<file path="src/rtl/uart_rx_sir_if.sv">
// uart_rx_sir_if: received-byte handshake between the UART receiver and its consumer.
//   d_rx     : received byte, stable while rx_valid=1
//   rx_valid : byte available, held until consumed
//   rx_ready : consumer accepts d_rx on a cycle with rx_valid & rx_ready
// master = receiver side, slave = consumer side.
interface uart_rx_sir_if;
    logic [7:0] d_rx;
    logic       rx_valid;
    logic       rx_ready;

    modport master (output d_rx, output rx_valid, input rx_ready);
    modport slave  (input d_rx, input rx_valid, output rx_ready);
endinterface

</file>
<file path="src/rtl/uart_rx_sir.sv">
// uart_rx_sir: 8N1 serial receiver with a one-entry valid/ready holding register.
// The line is sampled at mid-bit after a two-flop synchronizer.
//   clk       : system clock, rising edge
//   rstn      : asynchronous active-low reset
//   rxd       : serial line (asynchronous, idle high)
//   rx_if     : byte handshake (d_rx / rx_valid / rx_ready)
//   frame_err : one-cycle pulse when the stop bit samples 0
//   overrun   : sticky, a completed byte was dropped while the holder was full
//   busy      : receiver FSM not idle
//
// state | meaning
// IDLE  | waiting for the line to go low
// START | checking the start bit at its mid-point
// DATA  | sampling 8 data bits, LSB first
// STOP  | checking the stop bit, delivering the byte
// BREAK | stop bit was low; wait for the line to return high
module uart_rx_sir #(
    parameter int CLKS_PER_BIT = 16
) (
    input  logic          clk,
    input  logic          rstn,
    input  logic          rxd,
    uart_rx_sir_if.master rx_if,
    output logic          frame_err,
    output logic          overrun,
    output logic          busy
);
    localparam int N  = CLKS_PER_BIT;
    localparam int H  = N / 2;
    localparam int CW = $clog2(N);
    localparam logic [CW-1:0] CNT_HALF = CW'(H - 1);
    localparam logic [CW-1:0] CNT_LAST = CW'(N - 1);

    typedef enum logic [2:0] {IDLE, START, DATA, STOP, BREAK} state_t;

    state_t        state, state_n;
    logic [CW-1:0] bit_cnt, bit_cnt_n;
    logic [2:0]    idx, idx_n;
    logic [7:0]    sh, sh_n;
    logic          deliver, ferr;
    logic [1:0]    sync;
    logic          rxd_s;
    logic          consume;

    assign rxd_s   = sync[1];
    assign consume = rx_if.rx_valid & rx_if.rx_ready;

    always_comb begin
        state_n   = state;
        bit_cnt_n = (bit_cnt == CNT_LAST) ? '0 : bit_cnt + 1'b1;
        idx_n     = idx;
        sh_n      = sh;
        deliver   = 1'b0;
        ferr      = 1'b0;
        case (state)
            IDLE: begin
                bit_cnt_n = '0;
                if (!rxd_s) state_n = START;
            end
            START: begin
                if (bit_cnt == CNT_HALF) begin
                    if (!rxd_s) begin
                        state_n = DATA;
                        idx_n   = 3'd0;
                    end else begin
                        state_n = IDLE;
                    end
                end
            end
            DATA: begin
                if (bit_cnt == CNT_LAST) begin
                    sh_n = {rxd_s, sh[7:1]};
                    if (idx == 3'd7) state_n = STOP;
                    else             idx_n   = idx + 3'd1;
                end
            end
            STOP: begin
                if (bit_cnt == CNT_LAST) begin
                    if (rxd_s) begin
                        deliver = 1'b1;
                        state_n = IDLE;
                    end else begin
                        ferr    = 1'b1;
                        state_n = BREAK;
                    end
                end
            end
            BREAK: begin
                bit_cnt_n = '0;
                if (rxd_s) state_n = IDLE;
            end
            default: state_n = IDLE;
        endcase
        // Every state change restarts the bit timer.
        if (state_n != state) bit_cnt_n = '0;
    end

    always_ff @(posedge clk or negedge rstn) begin
        if (!rstn) begin
            sync           <= 2'b11;
            state          <= IDLE;
            bit_cnt        <= '0;
            idx            <= 3'd0;
            sh             <= 8'h00;
            frame_err      <= 1'b0;
            busy           <= 1'b0;
            rx_if.d_rx     <= 8'h00;
            rx_if.rx_valid <= 1'b0;
            overrun        <= 1'b0;
        end else begin
            sync      <= {sync[0], rxd};
            state     <= state_n;
            bit_cnt   <= bit_cnt_n;
            idx       <= idx_n;
            sh        <= sh_n;
            frame_err <= ferr;
            busy      <= (state_n != IDLE);
            // A consume in the same cycle frees the holder for the new byte.
            if (deliver && (!rx_if.rx_valid || consume)) begin
                rx_if.d_rx     <= sh;
                rx_if.rx_valid <= 1'b1;
                if (consume) overrun <= 1'b0;
            end else if (deliver) begin
                overrun <= 1'b1;
            end else if (consume) begin
                rx_if.rx_valid <= 1'b0;
                overrun        <= 1'b0;
            end
        end
    end
endmodule
</file>
<file path="src/flat_wrapper.sv">
// flat-port wrapper written by rule: the top's interface ports become plain ports
module uart_rx_sir_flat 
#(
    parameter int CLKS_PER_BIT = 16
)
  (clk, rstn, rxd, frame_err, overrun, busy, rx_if_d_rx, rx_if_rx_valid, rx_if_rx_ready);
  uart_rx_sir_if rx_if_i ();
  input  logic clk;
  input  logic rstn;
  input  logic rxd;
  output logic frame_err;
  output logic overrun;
  output logic busy;
  output wire logic [$bits(rx_if_i.d_rx)-1:0] rx_if_d_rx;
  output wire logic [$bits(rx_if_i.rx_valid)-1:0] rx_if_rx_valid;
  input wire logic [$bits(rx_if_i.rx_ready)-1:0] rx_if_rx_ready;
  assign rx_if_d_rx = rx_if_i.d_rx;
  assign rx_if_rx_valid = rx_if_i.rx_valid;
  assign rx_if_i.rx_ready = rx_if_rx_ready;
  uart_rx_sir #(.CLKS_PER_BIT(CLKS_PER_BIT)) u_core (.clk(clk), .rstn(rstn), .rxd(rxd), .rx_if(rx_if_i), .frame_err(frame_err), .overrun(overrun), .busy(busy));
endmodule
</file>
<file path="config.mk">
export PLATFORM = sky130hd
export DESIGN_NAME = uart_rx_sir_flat
export DESIGN_NICKNAME = d
export VERILOG_FILES = /design/src/rtl/uart_rx_sir_if.sv /design/src/rtl/uart_rx_sir.sv /design/src/flat_wrapper.sv
export SDC_FILE = /design/constraint.sdc
export NUM_CORES = 1
export LEC_CHECK = 0
export ABC_AREA = 1
export BUFFER_PORTS_ARGS = -buffer_cell sky130_fd_sc_hd__buf_2
export CAP_MARGIN = 0
export CORE_MARGIN = 8
export CORE_UTILIZATION = 56
export DETAILED_ROUTE_END_ITERATION = 7
export PLACE_DENSITY = 0.79
export SYNTH_ARGS = -nofsm -noshare
export SYNTH_HDL_FRONTEND = slang
export SYNTH_SLANG_ARGS = --single-unit
export TNS_END_PERCENT = 100
</file>
<file path="constraint.sdc">
create_clock -name clk -period 2 [get_ports clk]
set_input_delay 0.4 -clock clk [delete_from_list [all_inputs] [get_ports clk]]
set_output_delay 0.4 -clock clk [all_outputs]
set_load 0.005 [all_outputs]
</file>
## Yosys cells after proc, flatten, opt, wreduce, memory -nomap -nowiden

Cells that the tools add are included.
Widths: inputs -> output; s select.

- Bits in registers: 32
- Bits in latches: 0
- Bits in writable memories: 0
- Memory bits (read-only): 0
- Bits of input ports: 4
- Output and inout bits: 12
- Logic and storage cells: 66
- Memories kept: 0

- Add/sub/neg operators: 2
- $mul: 0
- Div/mod/pow operators: 0
- Order comparisons: 0
- Equality and inequality tests: 13
- Shifts and indexed selects: 0
- Muxes and demuxes: 29
- Bitwise operators: 1
- Reductions and logical operators: 11

Operator list:

| cell | number |
|---|---|
| $mux 3 | 11 |
| $pmux 3 s5 | 1 |
| $mux 1 | 12 |
| $mux 4 | 3 |
| $eq 3x2->1 const B | 2 |
| $eq 3x3->1 const B | 2 |
| $ne 2x2->1 const B | 3 |
| $pmux 3 s2 | 1 |
| $reduce_and 5->1 | 1 |
| $add 4x1->4 const B | 1 |
| $eq 4x3->1 const B | 1 |
| $eq 4x4->1 const B | 1 |
| $ne 2x1->1 const B | 2 |
| $reduce_and 2->1 | 2 |
| $reduce_bool 2->1 | 2 |
| $add 3x1->3 const B | 1 |
| $eq 3x1->1 const B | 1 |
| $logic_not 3->1 | 1 |
| $ne 3x3->1 | 1 |
| $reduce_bool 3->1 | 1 |
| $mux 2 | 1 |
| $reduce_or 2->1 | 1 |
| $and 1x1->1 | 1 |
| $logic_and 1x1->1 | 1 |
| other kinds (2) | 2 |

## Logic depth before layout (Yosys ltp)

Gate-level depths: netlist of the first run.

- Word-level depth: 6
- Mapped depth: 8
- Gate-level depth less buffers: 8

## Least setup slack after synthesis of the first run

No wires, ideal clock.

- Path type: register to register
- Start: register u_core.bit_cnt[0]
- End: register u_core.rx_if.d_rx[0]
- Setup time: 125 ps
- Data arrival time: 1268 ps
- Data required time: 1875 ps
- Slack: 607 ps
- Cell stages (with the launch flop): 6
- Path buffers: 0
- Period minus slack after synthesis: 1393 ps
- Cells stage by stage: dfrtp_1 > ha_1 > nand3_4 > nor2_4 > nand3_4 > mux2_4

- Cells in the longest elaborated chain, start to end: 4

Ends and longest elaborated chain:

| item | line | text |
|---|---|---|
| start, declared | uart_rx_sir.sv:37 | `logic [CW-1:0] bit_cnt, bit_cnt_n;` |
| start signal, assigned | uart_rx_sir.sv:113 | `bit_cnt <= bit_cnt_n;` |
| $eq 4x4->1 | uart_rx_sir.sv:78 | `if (bit_cnt == CNT_LAST) begin` |
| $mux 1 | uart_rx_sir.sv:78 |  |
| $mux 1 | uart_rx_sir.sv:55 | `case (state)` |
| $logic_and 1x1->1 | uart_rx_sir.sv:119 | `if (deliver && (!rx_if.rx_valid \|\| consume)) begin` |
| end signal, assigned | uart_rx_sir.sv:120 | `rx_if.d_rx <= sh;` |
| end, declared | uart_rx_sir_if.sv:11 | `modport master (output d_rx, output rx_valid, input rx_ready);` |

No other way between the ends.
A chain may end at the register's enable or synchronous reset.

## Worst setup path in the final report of the first run

- Start: register u_core.bit_cnt[0]
- End: register u_core.rx_if.d_rx[7]

The elaborated chain is that of the path after synthesis.

==> results.yml, run 1 <==
sta:
  tightestPinTransition_ps: 683
  fin_crit_sh_pct: 82.4
  skew_ps: 4.23
  hold_viol_final: 0
  layout_setup_ws_ps: 352
  fin_crit_ps: 1650
  rsz0062_at_grt: "false"
  hold_ws_ps: 98.5
  slew_viol_final: 0
  setup_tns_ps: 0
  relSlewSlack_pct: 54.5
  setup_violations: 0
  fmax_mhz: 607
die:
  ioPinCount: 16
  die_area_sq_um: 4430
  std_cell_rows: 18
  die_w_um: 66.6
  start_util_pct: 58.3
  fp.coreArea_sq_um: 2450
  die_y_um: 66.6
clock_network:
  clkSinkCount: 32
  root_buffer: "clkbuf_4"
  cts-resized-gates: 0
  post-cts-setup-buffers: 0
  htreeDepth: 2
  clk_path_buf_depth: 2
  cts_tree: "done"
  path_clk_slew_ps: 100
  numCtsBuffers: 5
  cts_hold_buffers: 0
  clk_latency_ps: 330
worst_setup_path:
  cp_max_fo: 14
  crit_path_end: "u_core.rx_if.d_rx[7]"
  worst_path_max_delay_cell: "dfrtp_1"
  critPathTopFamily: "simple AND/OR/NAND/NOR gates"
  r2r_start: "u_core.bit_cnt[0]"
  cp-startpoint: "u_core.bit_cnt[0]"
  reg2reg_slack_ps: 350
  worst-path-stages: 5
  critPathLaunchType: "flip-flop"
  crit_arrival_ps: 1870
  path_class: "flip-flop to flip-flop"
  required_ps: 2220
  cp_cell_sequence: "ha_1 -> nand3_4 -> nor2_4 -> nand3_4 -> mux2_4"
  critPathMaxStageDelay_ps: 390
  endpoint_kind: "flip-flop"
  r2r_end: "u_core.rx_if.d_rx[7]"
  r2r_cells: 5
  cp_num_buf_inv: 0
  cp_common_cell: "nand3_4"
yosys:
  synth.distinct_cells: 27
  synth_seq_area_share_pct: 56.1
  yosys_warnings: 0
  async_flop_share_pct: 100
  syn_inst: 143
  synth_enable_flop_cells: 0
  ys.flop_type: "dfrtp_1"
  syn_area_per_cell_sq_um: 10.0
  ys_ff_latch: 32
  netlist_area_sq_um: 1430
  syn_nets: 150
grt:
  grt_pass1_vias: 1111
  grt_pass1_wl_um: 4900
  grt_antenna_before_repair: 0
  grt_util_all_layers_pct: 14.4
  grt_start_max_net_pins: 33
  grt_overflow: 0
final_layout:
  nets: 171
  diodes: 0
  area_growth_pct: 11.5
  multi_input_area_sq_um: 552
  drive_gt1_share_pct: 30.3
  final_common_cell: "nand2_1"
  final_cell_mix: "nand2_1, dfrtp_1, buf_2"
  nFillCells: 209
  seqCellArea_sq_um: 803
  fin_area_sq_um: 1600
  final_cells: 195
placed_design:
  place_congestion: 0.820
  numPortBuffers: 15
  post-place-ws_ps: 371
  dpl_cell_area_sq_um: 1540
  dp_cells: 187
  hpwl_um: 1960
detailed_routing:
  drt_iter0_drc: 43
  route.detailed.drc: 0
  wl_per_cell_um: 13.3
  dr.pass1.iters: 5
  ant_nets: 0
  wirelength_um: 2600
  via_per_inst: 5.49
  dr_total_vias: 1070
power_and_ir_drop:
  power.density_nw_per_um2: 742
  p_leak_nw: 0.799
  max-vdd-ir-drop_mv: 0.593
worst_hold_path:
  hp-class: "input pin to asynchronous set/reset pin"
job:
  maxCapViolCount: 0
run_status:
  status: "completed"
## synth_stat cells, drive strengths merged (2+ instances only)
cell type	number	area [sq um]
nand3	11	85.1
buf	2	16.3
a21oi	2	10.0
a22o	2	17.5
nand2	33	129
ha	3	37.5
nor2	11	61.3
dfstp	2	52.6
mux2	2	30.0
o21ai	21	128
inv	15	56.3
dfrtp	30	751
nor3	4	20.0
## worst min path at each step
stage | startpoint | to | slack, ps | cells after the start
after floorplan | rstn | u_core.bit_cnt[0] | 100 | 0
after global placement | u_core.sync[0] | u_core.sync[1] | 350 | 0
after detailed placement | u_core.sync[0] | u_core.sync[1] | 350 | 0
after CTS | rstn | u_core.rx_if.d_rx[1] | 120 | 1
after global routing | rxd | u_core.sync[0] | 140 | 1
final | rstn | u_core.rx_if.d_rx[7] | 100 | 1
## report_power, final
group | internal (W) | switching [W] | total (W) | leakage [nW]
Clock | 0.000167 | 0.000212 | 0.000379 | 0.0380
Combinational | 0.0000389 | 0.0000702 | 0.000109 | 0.331
Sequential | 0.000672 | 0.0000244 | 0.000696 | 0.430
Total | 0.000878 | 0.000307 | 0.00118 | 0.799
## metal layers
layer  routed length, um  up-vias  track usage (%)
li1                    -      512                -
met1                1090      526             15.9
met2                1290       23             23.2
met3                 159        9             4.70
met4                  63        0             9.33
met5                   0        -                0
## sequential cells by signal (all words and copies together) (netlist names)
signal	cells
u_core.overrun	1
u_core.sh	8
u_core.sync	2
u_core.bit_cnt	4
u_core.rx_if.d_rx	8
u_core.state	3
u_core.busy	1
u_core.frame_err	1
u_core.rx_if.rx_valid	1
u_core.idx	3
## worst register-to-register path, cell delays in order (launching register included)
cell and delay, ps:
dfrtp_1 390, ha_1 270, nand3_4 150, nor2_4 190, nand3_4 200, mux2_4 350
## cell type report
type,count,share of cell area (%)
Tap cell,30,2.35
Multi-Input combinational cell,93,34.6
Timing Repair Buffer,16,5.17
Clock inverter,2,0.627
Inverter,16,3.76
Sequential cell,32,50.3
Clock buffer,6,3.21
## logic make-up (layout without fill, tap and decap cells)
logic type | count (synthesis) | after routing | share of synthesized area, %
AND/OR/NAND/NOR | 61 | 61 | 21.6
adder cells (fa/ha/maj) | 3 | 3 | 2.62
AO/OA/AOI/OAI | 27 | 27 | 12.2
flip-flops | 32 | 32 | 56.1
multiplexers | 2 | 2 | 2.10
buffers and inverters | 18 | 40 | 5.33
## stage by stage
stage | utilization, % | power [W]
after floorplan | - | 0.000780
after global routing | 65.0 | 0.00126
after detailed placement | 62.5 | 0.000818
after CTS | 65.0 | 0.00120
after global placement | 62.5 | 0.000811
final | 65.0 | 0.00118
Note: power is estimated with default switching activity, not from simulation.
==> inputs of run 2 (changes only) <==
--- a/config.mk
+++ b/config.mk
@@ -9,9 +9,9 @@
 export BUFFER_PORTS_ARGS = -buffer_cell sky130_fd_sc_hd__buf_2
 export CAP_MARGIN = 0
 export CORE_MARGIN = 8
-export CORE_UTILIZATION = 56
+export CORE_UTILIZATION = 51
 export DETAILED_ROUTE_END_ITERATION = 7
-export PLACE_DENSITY = 0.79
+export PLACE_DENSITY = 0.76
 export SYNTH_ARGS = -nofsm -noshare
 export SYNTH_HDL_FRONTEND = slang
 export SYNTH_SLANG_ARGS = --single-unit
==> constraint.sdc (replaced) <==
create_clock -name clk -period 1.51 [get_ports clk]
set_input_delay 0.302 -clock clk [delete_from_list [all_inputs] [get_ports clk]]
set_output_delay 0.302 -clock clk [all_outputs]
set_load 0.005 [all_outputs]
==> run 2 against run 1 <==
  * Sequential share of layout area shrank 3.1 points
  * Critical path depth grew 1
  * First-iteration DRC count grew 95%
  * Global-route usage shrank 0.45 points
  * Critical endpoint is now u_core.bit_cnt[2]
  * Largest cell class unchanged
==> results.yml, run 2 (same netlist as run 1, synthesis figures left out) <==
run_status:
  status: "completed"
worst_hold_path:
  whs_path_depth: 1
  hp-class: "input pin to flip-flop"
  hp-start: "rxd"
  whs_endpoint: "u_core.sync[0]"
power_and_ir_drop:
  seqPwrFrac_pct: 52.5
  p_comb_share_pct: 10.8
  p_clk_share_pct: 36.7
  max-vdd-ir-drop_mv: 0.922
  switching_power_w: 0.000453
  p_leak_nw: 0.829
  internal-power_w: 0.00132
  p_sw_share_pct: 25.6
  power.density_nw_per_um2: 1040
detailed_routing:
  via_per_inst: 5.39
  wirelength_um: 2810
  drt_iter0_drc: 84
  dr.pass1.iters: 4
  dr_total_vias: 1084
  route.detailed.drc: 0
  ant_nets: 0
  wl_per_cell_um: 14.0
placed_design:
  dpl_cell_area_sq_um: 1570
  dp_cells: 191
  hpwl_um: 2120
  place_congestion: 0.861
  numPortBuffers: 15
final_layout:
  drive_gt1_share_pct: 35.3
  diodes: 0
  area_growth_pct: 19.1
  final_cell_mix: "nand2_1, dfrtp_1, buf_2"
  nFillCells: 223
  final_cells: 201
  top_regs: "u_core.rx_if.d_rx: 8 flops, u_core.sh: 8 flops, u_core.bit_cnt: 4 flops"
  nets: 176
  fin_area_sq_um: 1710
  final_common_cell: "nand2_1"
sta:
  fmax_mhz: 700
  rsz0062_at_grt: "true"
  skew_ps: 11.2
  hold_viol_final: 0
  fin_crit_sh_pct: 94.7
  tightestPinTransition_ps: 303
  slew_viol_final: 0
  hold_ws_ps: 56.3
  relSlewSlack_pct: 79.8
  setup_violations: 0
  setup_tns_ps: 0
  fin_crit_ps: 1430
grt:
  grt_start_max_net_pins: 24
  grt_overflow: 0
  grt_util_all_layers_pct: 13.9
  grt_pass1_wl_um: 4970
  grt_pass1_vias: 1142
  grt_antenna_before_repair: 0
die:
  die_y_um: 69.0
  die_area_sq_um: 4760
  die_w_um: 69.0
  start_util_pct: 52.8
  std_cell_rows: 19
  fp.coreArea_sq_um: 2710
  ioPinCount: 16
worst_setup_path:
  cp_num_buf_inv: 0
  path_class: "flip-flop to flip-flop"
  r2r_end: "u_core.bit_cnt[2]"
  r2r_cells: 6
  cp_cell_sequence: "ha_4 -> nand3_4 -> nor2_2 -> nand2_1 -> a31oi_2 -> nor3_1"
  worst_path_max_delay_cell: "dfrtp_1"
  r2r_start: "u_core.bit_cnt[0]"
  cp_max_fo: 6
  worst-path-stages: 6
  endpoint_kind: "flip-flop"
  critPathMaxStageDelay_ps: 420
  critPathTopFamily: "simple AND/OR/NAND/NOR gates"
  required_ps: 1740
  crit_arrival_ps: 1660
  critPathLaunchType: "flip-flop"
  reg2reg_slack_ps: 80
clock_network:
  clkSinkCount: 32
  htreeDepth: 2
  path_clk_slew_ps: 110
  clk_path_buf_depth: 2
  cts_tree: "done"
  root_buffer: "clkbuf_4"
  numCtsBuffers: 5
  clk_latency_ps: 340
job:
  maxCapViolCount: 0
==> run 2: cell count changes in the layout (fill, tap and decap cells not counted), moves of 2 or more <==
| cell | before | now |
|---|---|---|
| dfrtp_2 | 0 | 2 |
| buf_4 | 1 | 3 |
| nor3_2 | 0 | 2 |
| nor3_1 | 4 | 2 |
| dfrtp_1 | 30 | 28 |
==> run 2: power groups by stage <==
stage	logic, W	clock network (W)	registers, W
2_1_floorplan	0.000101	0	0.000931
3_3_place_gp	0.000145	0	0.000935
3_5_place_dp	0.000155	0	0.000939
4_1_cts	0.000159	0.000667	0.000923
5_1_grt	0.000213	0.000697	0.000935
6_report	0.000192	0.000650	0.000930
==> run 2: repair_timing <==
| item | in CTS | in global routing |
|---|---|---|
| buffers inserted | 0 | 1 |
| endpoints found under the hold margin | 9 | 0 |
| resized for setup | 1 | 8 |
| pin swaps | 0 | 1 |
| hold buffers | 1 | 0 |
| setup endpoints to repair | 10 | 16 |
==> run 2: cell type report <==
class | instances | area, sq um | area share [%]
multi-input cells | 93 | 582 | 34.1
flip-flops and latches | 32 | 806 | 47.2
repair buffers | 21 | 139 | 8.14
clock inverters | 3 | 42.5 | 2.49
well taps | 31 | 38.8 | 2.27
inverters | 16 | 60.1 | 3.52
clock buffers | 5 | 37.5 | 2.20
==> run 2: how the worst max path moves through the flow <==
stage | from | slack, ps | to
after floorplan | u_core.bit_cnt[0] | 120 | u_core.rx_if.d_rx[0]
after global placement | u_core.bit_cnt[0] | 60 | u_core.idx[1]
after detailed placement | u_core.bit_cnt[0] | -8 | u_core.rx_if.d_rx[6]
after CTS | u_core.bit_cnt[0] | 10 | u_core.rx_if.d_rx[4]
after global routing | u_core.bit_cnt[0] | -6 | u_core.bit_cnt[0]
final | u_core.bit_cnt[0] | 80 | u_core.bit_cnt[2]
==> run 2: routing by layer <==
layer	GRT usage [%]	wire length, um
met1	15.1	1100
met2	23.2	1440
met3	4.52	167
met4	8.27	97
met5	0	0
==> run 2: stage by stage <==
step | setup WS, ps | total power (W) | util [%]
6_report | 80.5 | 0.00177 | 62.9
5_1_grt | -5.82 | 0.00184 | 62.9
4_1_cts | 12.5 | 0.00175 | 61.4
3_5_place_dp | -7.71 | 0.00109 | 58.0
3_3_place_gp | 60.0 | 0.00108 | 58.0
2_1_floorplan | 117 | 0.00103 | -
==> inputs of run 3 (changes only) <==
--- a/config.mk
+++ b/config.mk
@@ -5,13 +5,13 @@
 export SDC_FILE = /design/constraint.sdc
 export NUM_CORES = 1
 export LEC_CHECK = 0
-export ABC_AREA = 1
 export BUFFER_PORTS_ARGS = -buffer_cell sky130_fd_sc_hd__buf_2
 export CAP_MARGIN = 0
 export CORE_MARGIN = 8
-export CORE_UTILIZATION = 51
+export CORE_UTILIZATION = 50
 export DETAILED_ROUTE_END_ITERATION = 7
-export PLACE_DENSITY = 0.76
+export HOLD_SLACK_MARGIN = 0.05
+export PLACE_DENSITY = 0.75
 export SYNTH_ARGS = -nofsm -noshare
 export SYNTH_HDL_FRONTEND = slang
 export SYNTH_SLANG_ARGS = --single-unit
==> run 3 against run 2 <==
  * The flow now finishes with violations (negative setup slack)
  * Clock skew down 1.9 ps
  * First-iteration DRC count decreased by 65%
  * Register-to-register slack got worse by 270 ps
  * Clock power shrank 1%
  * Worst setup slack got worse by 270 ps
  * Critical path depth fell by 1
  * Sequential power is 15% higher
  * Combinational power rose to 3.4 times the previous value
  * Sequential cell count did not move
  * Critical path type unchanged
  * Critical endpoint is now u_core.idx[0]
  * Largest cell class unchanged
==> results.yml, run 3 <==
run_status:
  status: "complete, but fails checks"
  violations: "negative setup slack"
sta:
  rsz0062_at_grt: "true"
  relSlewSlack_pct: 74.2
  tightestPinTransition_ps: 384
  fin_crit_ps: 1700
  skew_ps: 9.29
  hold_viol_final: 0
  fin_crit_sh_pct: 113
  hold_ws_ps: 159
  setup_violations: 24
  layout_setup_ws_ps: -192
  slew_viol_final: 0
  fmax_mhz: 588
final_layout:
  final_cell_mix: "dfrtp_1, buf_4, mux2_2, buf_2, clkbuf_4"
  final_common_cell: "dfrtp_1"
  fin_area_sq_um: 1750
  multi_input_area_sq_um: 559
  nFillCells: 194
  drive_gt1_share_pct: 49.7
  final_cells: 178
  area_growth_pct: 28.5
  diodes: 0
  seqCellArea_sq_um: 803
  top_regs: "u_core.rx_if.d_rx: 8 flops, u_core.sh: 8 flops, u_core.bit_cnt: 4 flops"
  nets: 153
placed_design:
  place_congestion: 0.868
  numPortBuffers: 15
  hpwl_um: 1830
  post-place-ws_ps: -179
  dp_cells: 165
  dpl_cell_area_sq_um: 1590
clock_network:
  clk_path_buf_depth: 2
  root_buffer: "clkbuf_4"
  htreeDepth: 2
  cts_tree: "done"
  clk_latency_ps: 340
  path_clk_slew_ps: 100
  numCtsBuffers: 5
  clkSinkCount: 32
yosys:
  synth_enable_flop_cells: 0
  synth_top_area_cell: "dfrtp_1"
  async_flop_share_pct: 100
  synth_most_common_cell: "dfrtp_1"
  syn_area_per_cell_sq_um: 13.1
  netlist_area_sq_um: 1360
  synth.area.top_cells: "dfrtp_1, mux2_2, dfstp_2"
  syn_nets: 111
  ys_ff_latch: 32
  syn_inst: 104
  synth_seq_area_share_pct: 58.9
  synthTopCellsByCount: "dfrtp_1, mux2_2, nor2_1"
  synth.distinct_cells: 32
  synth.top_cell.area_share_pct: 55.0
  ys.flop_type: "dfrtp_1"
  yosys_warnings: 0
power_and_ir_drop:
  max-vdd-ir-drop_mv: 1.13
  p_leak_nw: 0.886
  power.density_nw_per_um2: 1350
  p_total_w: 0.00236
detailed_routing:
  dr_wl_met3_um: 131
  top_layer: "met4"
  drt_iter0_drc: 29
  route.detailed.drc: 0
  wl_met1_um: 1200
  dr.pass1.iters: 4
  via_per_inst: 5.39
  wl_per_cell_um: 14.8
  wirelength_um: 2640
  ant_nets: 0
  dr_total_vias: 959
  wl_met2_um: 1280
worst_setup_path:
  r2r_end: "u_core.idx[0]"
  r2r_cells: 5
  r2r_start: "u_core.bit_cnt[1]"
  reg2reg_slack_ps: -190
  critPathMaxStageDelay_ps: 410
  cp_cell_sequence: "ha_4 -> nand4_1 -> or3_1 -> o22a_1 -> mux2_4"
  path_class: "flip-flop to flip-flop"
  critPathLaunchType: "flip-flop"
  cp_max_fo: 5
  required_ps: 1730
  crit_arrival_ps: 1930
  worst_path_max_delay_cell: "dfrtp_1"
  endpoint_kind: "flip-flop"
die:
  start_util_pct: 51.2
  std_cell_rows: 19
  ioPinCount: 16
  die_area_sq_um: 4650
  die_w_um: 68.2
  fp.coreArea_sq_um: 2660
  die_y_um: 68.2
grt:
  grt_overflow: 0
  grt_start_max_net_pins: 33
  grt_antenna_before_repair: 0
  grt_pass1_vias: 966
  grt_pass1_wl_um: 4540
  grt_util_all_layers_pct: 13.3
worst_hold_path:
  whs_endpoint: "u_core.overrun"
  hp-start: "rx_if_rx_ready"
  whs_path_depth: 2
  hp-class: "input pin to flip-flop"
job:
  maxCapViolCount: 0
## run 3: cell families (layout without fill, tap and decap cells)
| group | Yosys count | in the layout | synth area share [%] |
|---|---|---|---|
| multiplexers | 16 | 16 | 13.2 |
| flip-flops | 32 | 32 | 58.9 |
| AO/OA/AOI/OAI | 18 | 18 | 9.18 |
| AND/OR/NAND/NOR | 25 | 25 | 10.7 |
| buffers and inverters | 8 | 51 | 3.94 |
| XOR/XNOR | 2 | 2 | 1.28 |
| adder cells (fa/ha/maj) | 3 | 3 | 2.75 |
## run 3: worst max-delay path: cells and delay by family (launching register included)
kind	cells	cell delay, ps
compound gates	1	240
fa+ha+maj	1	170
flops	1	410
mux	1	260
simple gates	2	510
## run 3: worst max path at each step
stage / from / endpoint / slack (ps) / cells past startpoint
after floorplan: u_core.bit_cnt[0] / u_core.busy / -170 / 6
after global placement: u_core.bit_cnt[1] / u_core.busy / -160 / 5
after detailed placement: u_core.bit_cnt[0] / u_core.idx[0] / -180 / 5
after CTS: u_core.bit_cnt[1] / u_core.busy / -180 / 5
after global routing: u_core.bit_cnt[0] / u_core.busy / -280 / 5
final: u_core.bit_cnt[1] / u_core.idx[0] / -190 / 5
## run 3: report_power, final
group	internal [W]	switching (W)	leakage, nW
Clock	0.000347	0.000294	0.0422
Combinational	0.000356	0.000292	0.420
Sequential	0.000952	0.000120	0.423
Total	0.00165	0.000707	0.886
## run 3: what timing repair did
action,in CTS,in global routing
endpoints found under the hold margin,31,0
hold buffers,2,0
setup buffers,1,2
resized for setup,4,3
cloned,0,0
setup endpoints to repair,24,24
pin swaps,2,2
## run 3: metal layers
metal	vias up	track usage, %
met5	-	0
met3	4	5.07
li1	459	-
met4	0	6.14
met1	473	16.8
met2	23	19.6
## run 3: stage by stage
stage               TNS (ps)  util (%)
global placement       -2270      59.8
floorplan              -1900         -
CTS                    -2780      64.7
global route           -5010      65.8
detailed placement     -3280      59.8
finish                 -2680      65.8
## run 3: final cells by class
cell class | instances | area share [%]
flip-flops and latches | 32 | 45.8
multi-input cells | 64 | 31.9
repair buffers | 39 | 14.8
clock buffers | 6 | 2.36
well taps | 31 | 2.21
clock inverters | 2 | 2.00
inverters | 4 | 0.857
